$ cat config.mk
export PLATFORM = sky130hd
export DESIGN_NAME = reverse_arbiter
export DESIGN_NICKNAME = d
export VERILOG_FILES = /design/src/rtl/reverse_arbiter.sv
export SDC_FILE = /design/constraint.sdc
export NUM_CORES = 1
export LEC_CHECK = 0
export CAP_MARGIN = 5
export CORE_UTILIZATION = 45
export CTS_CLUSTER_SIZE = 8
export DETAILED_ROUTE_END_ITERATION = 8
export DONT_BUFFER_PORTS = 1
export MAX_ROUTING_LAYER = met4
export SLEW_MARGIN = 10
export SYNTH_ARGS = -nofsm -noshare
export SYNTH_HDL_FRONTEND = slang
export SYNTH_SLANG_ARGS = --single-unit
export TNS_END_PERCENT = 30
$ cat constraint.sdc
create_clock -name clk -period 1.85 [get_ports clk]
set_clock_uncertainty 0.05 [all_clocks]
set_input_delay 0.37 -clock clk [delete_from_list [all_inputs] [get_ports clk]]
set_output_delay 0.37 -clock clk [all_outputs]
set_load 0.005 [all_outputs]
$ cat src/rtl/reverse_arbiter.sv
// rtl/reverse_arbiter.sv - two-requester round-robin arbiter with a registered bit-reversed result
// One output slot; a new operand is accepted whenever that slot is empty or being drained this cycle.
module reverse_arbiter #(
  parameter int WIDTH = 8
) (
  input  logic             clk,
  input  logic             rst,
  input  logic             req0,
  input  logic [WIDTH-1:0] din0,
  output logic             ack0,
  input  logic             req1,
  input  logic [WIDTH-1:0] din1,
  output logic             ack1,
  output logic [WIDTH-1:0] dout,
  output logic             dout_valid,
  output logic             dout_src,
  input  logic             dout_ready,
  output logic [15:0]      xfer_cnt
);

  logic [WIDTH-1:0] dout_q, dout_d;
  logic             dout_valid_q, dout_valid_d;
  logic             dout_src_q, dout_src_d;
  logic             last_grant_q, last_grant_d;
  logic [15:0]      xfer_cnt_q, xfer_cnt_d;

  logic             grant0, grant1;
  logic             slot_free, load, handshake;
  logic [WIDTH-1:0] din_g, din_rev;

  // On a tie, requester 0 wins unless it was the last one served.
  always_comb begin
    grant0    = req0 & (~req1 | last_grant_q);
    grant1    = req1 & ~grant0;
    slot_free = ~dout_valid_q | dout_ready;
    load      = slot_free & (req0 | req1) & ~rst;
    ack0      = load & grant0;
    ack1      = load & grant1;
    handshake = dout_valid_q & dout_ready;
    din_g     = grant1 ? din1 : din0;
  end

  always_comb begin
    din_rev = '0;
    for (int i = 0; i < WIDTH; i++) begin
      din_rev[i] = din_g[WIDTH-1-i];
    end
  end

  always_comb begin
    dout_d       = dout_q;
    dout_valid_d = dout_valid_q;
    dout_src_d   = dout_src_q;
    last_grant_d = last_grant_q;
    xfer_cnt_d   = xfer_cnt_q;
    if (handshake) begin
      xfer_cnt_d   = xfer_cnt_q + 16'd1;
      dout_valid_d = 1'b0;
    end
    if (load) begin
      dout_d       = din_rev;
      dout_src_d   = grant1;
      dout_valid_d = 1'b1;
      last_grant_d = grant1;
    end
  end

  always_ff @(posedge clk or posedge rst) begin
    if (rst) begin
      dout_q       <= '0;
      dout_valid_q <= 1'b0;
      dout_src_q   <= 1'b0;
      last_grant_q <= 1'b1;
      xfer_cnt_q   <= 16'd0;
    end else begin
      dout_q       <= dout_d;
      dout_valid_q <= dout_valid_d;
      dout_src_q   <= dout_src_d;
      last_grant_q <= last_grant_d;
      xfer_cnt_q   <= xfer_cnt_d;
    end
  end

  assign dout       = dout_q;
  assign dout_valid = dout_valid_q;
  assign dout_src   = dout_src_q;
  assign xfer_cnt   = xfer_cnt_q;

endmodule

==> summary.txt <==
Status: finished clean
Detailed Route Iter0 Violations: 3
Die outline area: 2980 um^2
Area growth, synth to finish: 7.44%
Worst-case clock buffer depth: 2
Sinks on Clock Net: 27
Max-slew violation count: 0
Final period demand of the worst path: 1800 ps
Crit path max fanout: 2
N_diodes: 0
Total I/O pin count: 49
Die width: 54.6 um
Sum of met3 wire segment lengths after detailed routing: 131 um
Worst setup timing slack at the placement stage: 353 ps
Most area-hungry cell type in the Yosys netlist: sky130_fd_sc_hd__dfrtp_1
Total power divided by cell area: 970 nW/um^2
Clock power share: 18.9%
Count of non-filler cells in the finished layout: 148
Proportion of synthesized area in mux cells: 7.34%
Combined area of all synthesized cells: 1240 um^2
Maxcap violations: 0
Number of remaining DRC errors: 0
Count of nets left with antenna violations after detail routing: 0
Share of total power in combinational logic: 16.3%
Synthesized netlist net count: 135
Largest vdd supply drop: 0.570 mV
Clock tree from TritonCTS: built
Setup slack after layout: 54.5 ps
Router iterations before antenna repair: 3
Cell internal pwr: 0.889 mW
Net count, final: 141
Core area: 2540 um^2
Sequential share of the synthesized area: 54.4%
Commonest cells after routing, fill and taps aside: sky130_fd_sc_hd__dfrtp_1, sky130_fd_sc_hd__nor2_1, sky130_fd_sc_hd__xnor2_1
Highest achievable clock rate: 557 MHz
Placed Cells: 143
Power share of the sequential group: 64.9%
Quantity of I/O buffers inserted on ports: 0
First-pass GRT wire length: 3.18 mm
Met1 WL: 912 um
Overall fraction of global-route tracks in use: 15.6%
Transition time of the tightest slew-check pin: 387 ps
Endpoints failing hold: 0
Clock-pin slew of the registers on the worst-case setup and hold paths: 140 ps
Post-Synthesis Cells: 113
Total via count in the routed design: 807
Overflow left after global routing: 0
Most common cell after layout, fill and taps aside: sky130_fd_sc_hd__dfrtp_1
Leakage power: 0.588 nW
Sw Share: 31.4%
Post-CTS setup buffers: 0
Setup Crit Path Kind: reg -> out
RSZ-0062 raised after global routing: yes
DR WL/cell: 14.0 um
XOR/XNOR Fraction of Synth Area: 10.6%
Std cell rows: 18
Ys Warns: 0
Worst hold slack after final layout: 195 ps
Number of storage elements in the synthesis netlist: 27
Number of global-route vias before repair: 750
Crit start category: register
Layout cells sized above 1: 15.3%
Syn Area/Cell: 11.0 um^2
Adder-cell share of the synthesized area: 1.01%
Kind of capture point of the worst setup path: primary output
Dominant combinational cell family by area after synthesis: simple AND/OR/NAND/NOR gates
CTS buffer count: 3
Placed wire-length estimate: 1.46 mm
Clock tree root buffer cell: sky130_fd_sc_hd__clkbuf_4
Via density per instance: 5.45
Path category of the worst min-delay check: in -> reg
Fraction of the mapped netlist area in simple logic gates: 18.6%
Arr. time, crit path: 1380 ps
Met2 wirelength from detailed routing: 1.02 mm
Critical Path RT: 1430 ps
Slowest Stage Delay on Critical Path: 550 ps
Area share of the largest cell type after synthesis: 52.3%
Number of antenna violations at the first check in global routing: 0
Count of unique library cells instantiated by Yosys: 27
Share of the clock period used by the worst path after layout: 97.1%
Switching component of the power: 0.407 mW
Clock latency on the worst-skew pair: 310 ps
Weighted congestion at the end of routability-driven global placement: 0.789
Largest net degree at the start of global routing: 28
Routed wire length: 2.07 mm
Crit path cell chain: inv_1, a2111oi_2
H-tree Lvls: 1
Max-slew headroom at the worst pin: 74.2%
Final core area utilization: 52.5%
Uppermost metal layer occupied by signal nets: met4
Leading post-synthesis cells by cell area: sky130_fd_sc_hd__dfrtp_1, sky130_fd_sc_hd__xnor2_1, sky130_fd_sc_hd__mux2i_1, sky130_fd_sc_hd__nor2_1, sky130_fd_sc_hd__xor2_1
Die height: 54.6 um
Share of the synthesized area in compound gates (AO/OA/AOI/OAI): 5.33%
Crit path max-delay cell type: sky130_fd_sc_hd__dfstp_2
Total setup violations reported at the end of the flow: 0
Initial Utilization: 48.9%
## stage by stage
| step | area [um^2] | power (mW) | setup TNS [ps] |
|---|---|---|---|
| after global routing | 1340 | 1.38 | -54.9 |
| final | 1340 | 1.30 | 0 |
| after CTS | 1330 | 1.32 | 0 |
| after global placement | 1290 | 1.06 | 0 |
| after floorplan | 1240 | 1.00 | 0 |
| after detailed placement | 1290 | 1.06 | 0 |
## worst paths after layout
check	start	to	slack (ps)	cells past startpoint
setup / recovery	last_grant_q	ack0	50	2
min in group asynchronous	rst	dout_valid	490	3
hold / removal	rst	last_grant_q	190	3
hold reg to reg	xfer_cnt[15]	xfer_cnt[15]	460	1
setup reg to reg	xfer_cnt[0]	xfer_cnt[12]	450	4
max in group asynchronous	rst	last_grant_q	960	3
## layout make-up
type,count,area [um^2]
clock buffer,4,26.3
timing repair buffer,4,32.5
inverter,5,18.8
tap,30,37.5
sequential,27,677
fill,231,1210
multi-input combinational,78,544
## state kept, by name, indices dropped and copies added, names as in the netlist
name	flops
xfer_cnt	16
dout_src	1
dout_valid	1
last_grant_q	1
dout	8
## metal layers
| layer | vias to the layer above | global-route usage, % |
|---|---|---|
| met5 | - | - |
| met4 | 0 | 5.13 |
| met3 | 2 | 3.33 |
| met2 | 33 | 25.2 |
| met1 | 382 | 19.3 |
| li1 | 390 | - |
## cell usage after synthesis, drive strengths merged
cell / instances
buf: 3
ha: 1
and2: 1
nor3: 4
xor2: 5
or2: 1
dfrtp: 26
o21ai: 2
xnor2: 10
mux2i: 8
dfstp: 1
inv: 5
mux2: 1
nand3: 4
a21oi: 8
nand2: 8
a2111oi: 1
nor3b: 1
a21boi: 1
nand4: 6
nor2b: 1
nor2: 14
and4: 1
## critical path, delay by kind of cell, from the launching register on
kind / cells / cell delay [ps]
buffers and inverters: 1 / 60
AO/OA/AOI/OAI: 1 / 450
flip-flops: 1 / 550
## timing repair
action / in CTS / in global routing
hold endpoints to repair: 26 / 0
hold buffers: 1 / 0
endpoints found under the setup margin: 1 / 2
gates resized for setup: 1 / 1
## cells by family after synthesis
family	after synthesis
xor gates and xnor gates	15
AOI/OAI and AO/OA	12
buffers and inverters	8
muxes	9
DFF	27
and+or+nand+nor	41
adders and majority gates	1
## power groups by stage
stage | clock network [mW] | registers, mW | logic (mW)
2_1_floorplan | 0 | 0.823 | 0.180
3_3_place_gp | 0 | 0.853 | 0.202
3_5_place_dp | 0 | 0.851 | 0.212
4_1_cts | 0.263 | 0.843 | 0.213
5_1_grt | 0.284 | 0.860 | 0.239
6_report | 0.244 | 0.841 | 0.211
No activity file was read; power rests on OpenSTA's default activity.
